`config.mk`:
```
export PLATFORM = sky130hd
export DESIGN_NAME = sram_arbiter
export DESIGN_NICKNAME = d
export VERILOG_FILES = /design/src/rtl/sram_arbiter.sv
export SDC_FILE = /design/constraint.sdc
export NUM_CORES = 1
export LEC_CHECK = 0
export BUFFER_PORTS_ARGS = -buffer_cell sky130_fd_sc_hd__buf_4
export CORE_AREA = 3 3 102 104
export CTS_CLUSTER_DIAMETER = 200
export DETAILED_ROUTE_END_ITERATION = 10
export DIE_AREA = 0 0 105 107
export GPL_ROUTABILITY_DRIVEN = 1
export PLACE_DENSITY = 0.68
export REMOVE_ABC_BUFFERS = 1
export SLEW_MARGIN = 20
export SYNTH_ARGS = -nofsm -noshare
export SYNTH_HDL_FRONTEND = slang
export SYNTH_SLANG_ARGS = --single-unit
```
`constraint.sdc`:
```
create_clock -name Clk -period 2.4 [get_ports Clk]
set_clock_uncertainty 0.2 [all_clocks]
set_input_delay 0.12 -clock Clk [delete_from_list [all_inputs] [get_ports Clk]]
set_output_delay 0.12 -clock Clk [all_outputs]
set_load 0.02 [all_outputs]
```
`src/rtl/sram_arbiter.sv`:
```
// Round-robin arbiter sharing one asynchronous SRAM between the CPU and DMA ports.
// Each access runs SETUP -> STROBE (WAIT cycles) -> HOLD; every output is registered.
module sram_arbiter #(
   parameter int DATA_W = 16,
   parameter int ADDR_W = 20,
   parameter int WAIT   = 3
) (
   input  logic              Clk,
   input  logic              Reset,
   input  logic              cpu_req,
   input  logic              cpu_we,
   input  logic [ADDR_W-1:0] cpu_addr,
   input  logic [DATA_W-1:0] cpu_wdata,
   output logic              cpu_gnt,
   output logic              cpu_done,
   output logic [DATA_W-1:0] cpu_rdata,
   input  logic              dma_req,
   input  logic              dma_we,
   input  logic [ADDR_W-1:0] dma_addr,
   input  logic [DATA_W-1:0] dma_wdata,
   output logic              dma_gnt,
   output logic              dma_done,
   output logic [DATA_W-1:0] dma_rdata,
   output logic [ADDR_W-1:0] sram_addr,
   output logic [DATA_W-1:0] sram_wdata,
   input  logic [DATA_W-1:0] sram_rdata,
   output logic              sram_data_oe,
   output logic              sram_ce_n,
   output logic              sram_oe_n,
   output logic              sram_we_n,
   output logic              busy
);

   generate
      if (WAIT < 1 || WAIT > 15) begin : g_bad_wait
         $error("sram_arbiter: WAIT must be in 1..15");
      end
   endgenerate

   typedef enum logic [1:0] {IDLE, SETUP, STROBE, HOLD} state_t;

   state_t     state;
   logic       last_dma;   // port served most recently
   logic       owner_dma;
   logic       acc_we;
   logic [3:0] cnt;
   logic       grant_dma;

   // On a tie the port not served last wins.
   assign grant_dma = dma_req & (~cpu_req | ~last_dma);

   always_ff @(posedge Clk) begin
      if (Reset) begin
         state        <= IDLE;
         last_dma     <= 1'b1;
         owner_dma    <= 1'b0;
         acc_we       <= 1'b0;
         cnt          <= '0;
         sram_addr    <= '0;
         sram_wdata   <= '0;
         sram_data_oe <= 1'b0;
         sram_ce_n    <= 1'b1;
         sram_oe_n    <= 1'b1;
         sram_we_n    <= 1'b1;
         cpu_gnt      <= 1'b0;
         dma_gnt      <= 1'b0;
         cpu_done     <= 1'b0;
         dma_done     <= 1'b0;
         cpu_rdata    <= '0;
         dma_rdata    <= '0;
         busy         <= 1'b0;
      end else begin
         cpu_done <= 1'b0;
         dma_done <= 1'b0;
         case (state)
            IDLE: begin
               if (cpu_req || dma_req) begin
                  state        <= SETUP;
                  owner_dma    <= grant_dma;
                  last_dma     <= grant_dma;
                  acc_we       <= grant_dma ? dma_we : cpu_we;
                  sram_addr    <= grant_dma ? dma_addr : cpu_addr;
                  sram_wdata   <= grant_dma ? dma_wdata : cpu_wdata;
                  sram_data_oe <= grant_dma ? dma_we : cpu_we;
                  sram_ce_n    <= 1'b0;
                  cpu_gnt      <= ~grant_dma;
                  dma_gnt      <= grant_dma;
                  busy         <= 1'b1;
               end
            end
            SETUP: begin
               state     <= STROBE;
               cnt       <= 4'(WAIT - 1);
               sram_oe_n <= acc_we;
               sram_we_n <= ~acc_we;
            end
            STROBE: begin
               if (cnt == 4'd0) begin
                  state     <= HOLD;
                  sram_oe_n <= 1'b1;
                  sram_we_n <= 1'b1;
                  cpu_done  <= ~owner_dma;
                  dma_done  <= owner_dma;
                  if (!acc_we) begin
                     if (owner_dma) dma_rdata <= sram_rdata;
                     else           cpu_rdata <= sram_rdata;
                  end
               end else begin
                  cnt <= cnt - 4'd1;
               end
            end
            HOLD: begin
               state        <= IDLE;
               sram_ce_n    <= 1'b1;
               sram_data_oe <= 1'b0;
               cpu_gnt      <= 1'b0;
               dma_gnt      <= 1'b0;
               busy         <= 1'b0;
            end
            default: state <= IDLE;
         endcase
      end
   end

endmodule
```
==> results by group <==
Outcome
  – Status: finished, final reports clean

Timing
  – Relative slew slack: 53.5%
  – RSZ-0062 raised after global routing: false
  – Final period util: 90.6%
  – Total negative slack: 0 ns
  – Final Hold Viols: 0
  – Post-layout minimum cycle time: 2.17 ns
  – Setup violators final: 0
  – Fmax: 460 MHz
  – Final Max Slew Viols: 0
  – Worst-Margin Slew: 0.698 ns

Worst setup path
  – Critical Path Max Stage Delay: 0.57 ns
  – Crit start category: flip-flop
  – CP required: 2.44 ns
  – Worst-path cell chain: a21boi_4 > buf_12 > mux2i_1 > dlygate4sd3_1 > a211oi_1
  – Critical setup path kind: flip-flop to flip-flop
  – FF-to-FF setup slack: 0.23 ns
  – Critical Path End Type: flip-flop
  – Critical path startpoint: last_dma
  – Worst-path fanout max: 24
  – Worst r2r src: last_dma
  – Slowest CP cell: dlygate4sd3_1
  – Crit path DAT: about 2.2 ns

Floorplanning
  – Core Region: ~9600 µm²
  – Die X: about 110 µm
  – Io pins: 171
  – Die Y: 107 µm
  – Die area: 11,200 µm²
  – Rows: 36
  – Starting density of the core: about two fifths

Finish
  – N_diodes: 0
  – Final instance area: 6330 µm²
  – Nets: 731
  – Area Overhead vs Synth: 67.6%
  – Finished Core Util: about 66%
  – Share of cells above drive strength 1: 32.2%

Synthesis
  – Synth cell types: 40
  – Top cells by area, synth: dfxtp_1 (46%), mux2i_1 (19%), nand2b_1 (8.6%)
  – Synthesis Warnings: 0
  – Most numerous cell in the Yosys netlist: dfxtp_1
  – Post-Syn Area: ~3800 µm²
  – Most frequent cells after synthesis: dfxtp_1 (86), mux2i_1 (70), nand2b_1 (52), nor2_1 (40), a211oi_1 (38)
  – Yosys reg bits: 86
  – Synth area leader: dfxtp_1
  – Top_reg_cell synth: dfxtp_1
  – Gate Count Post-Synth: ~380
  – Post-synth top area share: 45.6%
  – Avg Cell Area, Syn: 10.0 µm²
  – Sequential-to-total area share from yosys stat: 45.6%
  – Number of synthesized flops with an enable pin: 0
  – Asr flop ratio synth: 0%

Global route
  – Initial antenna violation count: 0
  – Total GRT Usage: 20.1%
  – Vias in the first global route: 3,850
  – First-pass GRT wire length: 18,200 µm
  – Largest net degree at the start of global routing: 85
  – Total grt overflow: 0

CTS
  – CTS H-Tree Depth: 3
  – Root Driver: clkbuf_8
  – Worst skew pair latency: 0.34 ns
  – CTS tree: built
  – CTS buffer count: 9
  – Clock Sinks: 86
  – Clock-pin slew on the worst setup and hold paths: 0.08 ns
  – CTS-repair resized insts: 0
  – Max Root-Sink Buffers: 2

Placement
  – RD Place Congestion: roughly 0.76
  – Placed cell areas: 5170 µm²
  – Input/output buffers: 170
  – Detailed Place HPWL: 7010 µm

Pwr
  – Leak: between 0.002 and 0.003 µW
  – Maximum VDD drop: around 0.52 mV
  – Pwr per Cell Area: between 800 and 900 nW/µm²

Drt
  – Vias per std cell: 4.82
  – First-pass DRT Iterations: 4
  – Routed wire length: 11,400 µm
  – Post-DRT Antenna Nets: 0
  – Starting DRT DRC Count: 84
  – Per-cell routed wire length: 14.8 µm
  – # DRC: 0
  – Vias after detailed routing: 3,704

Min path
  – Hold path startpoint: cpu_wdata[13]
  – Hold Crit Class: input pin to flip-flop

Run
  – Max_cap viols: 0
==> through the flow <==
| step | instances | hold slack (ns) | total power (µW) | setup WS, ns |
|---|---|---|---|---|
| floorplan | 349 | -0.0154 | 3400 | -0.378 |
| global placement | 660 | 0.209 | 4260 | 0.492 |
| detailed placement | 660 | 0.216 | 4330 | 0.364 |
| CTS | 764 | 0.000720 | 5680 | 0.0926 |
| global route | 769 | 0.0143 | 6050 | 0.122 |
| finish | 769 | 0.0238 | 5700 | 0.226 |
==> critical path: cells and delay by family, from the launching register on <==
| family | cells | cell delay [ns] |
|---|---|---|
| AOI/OAI and AO/OA | 2 | 0.57 |
| muxes | 1 | 0.10 |
| buffers and inverters | 2 | 0.81 |
| DFF | 1 | 0.36 |
==> state kept, by name (all words and copies together) (netlist names), 2 cells and up <==
| signal | cells |
|---|---|
| state | 2 |
| sram_addr | 20 |
| sram_wdata | 16 |
| cpu_rdata | 16 |
| dma_rdata | 16 |
| cnt | 4 |
==> timing repair <==
item / CTS / global route
hold endpoints to repair: 70 / 1
endpoints found under the setup margin: 0 / 18
hold buffers: 88 / 1
setup buffers: 0 / 4
==> layout by cell type (no fill, tap or decap), types with 2 or more instances in the layout <==
| cell | synthesis | routed |
|---|---|---|
| buf_4 | 7 | 180 |
| dlygate4sd3_1 | 0 | 89 |
| dfxtp_1 | 86 | 86 |
| mux2i_1 | 70 | 70 |
| nand2b_1 | 52 | 52 |
| nor2_1 | 40 | 40 |
| a211oi_1 | 38 | 38 |
| clkbuf_8 | 0 | 9 |
| a21oi_1 | 6 | 6 |
| ha_1 | 6 | 6 |
| inv_1 | 5 | 5 |
| nand2_1 | 5 | 5 |
| o21ai_0 | 5 | 5 |
| nor3_1 | 4 | 4 |
| or3_1 | 3 | 3 |
| nand3_1 | 3 | 3 |
| nor2b_1 | 3 | 3 |
| bufinv_16 | 0 | 3 |
| nor3b_1 | 2 | 2 |
| a21o_1 | 2 | 2 |
| clkinvlp_4 | 0 | 2 |
| buf_12 | 0 | 2 |
==> layer usage <==
| metal | vias to the layer above | track usage, % | part of all wire (%) |
|---|---|---|---|
| met5 | - | 0 | 0 |
| met4 | 0 | 7.78 | 2.6 |
| met3 | 25 | 7.77 | 9.6 |
| met2 | 175 | 34.5 | 49 |
| met1 | 1666 | 22.5 | 39 |
| li1 | 1838 | - | - |
==> final cells by class <==
class                   instances  area, µm²
fillers                       769       3310
repair buffers                271       2280
multi-input cells             258       1910
flip-flops and latches         86       1720
well taps                     133        166
clock buffers                  10        128
clock inverters                 6        110
inverters                       5       18.8
==> cells by family (layout without fill, tap and decap cells) <==
family | Yosys count | count (layout) | synth area share (%)
buffers and inverters | 32 | 292 | 4.24
adders and majority gates | 6 | 6 | 1.99
AOI/OAI and AO/OA | 63 | 63 | 12.2
and+or+nand+nor | 119 | 119 | 17.5
muxes | 70 | 70 | 18.5
DFF | 86 | 86 | 45.6
==> path summary, 6_finish.rpt <==
| check | endpoint | cells after the start |
|---|---|---|
| setup reg to reg | sram_addr[17] | 5 |
| hold / removal | sram_wdata[13] | 3 |
| setup / recovery | sram_addr[17] | 5 |
| hold reg to reg | cpu_rdata[1] | 2 |
==> power breakdown <==
group,switching [µW],total [µW],internal (µW)
Sequential,225,2010,1780
Clock,498,1190,690
Combinational,1360,2500,1150
(Power assumes the default switching activity.)
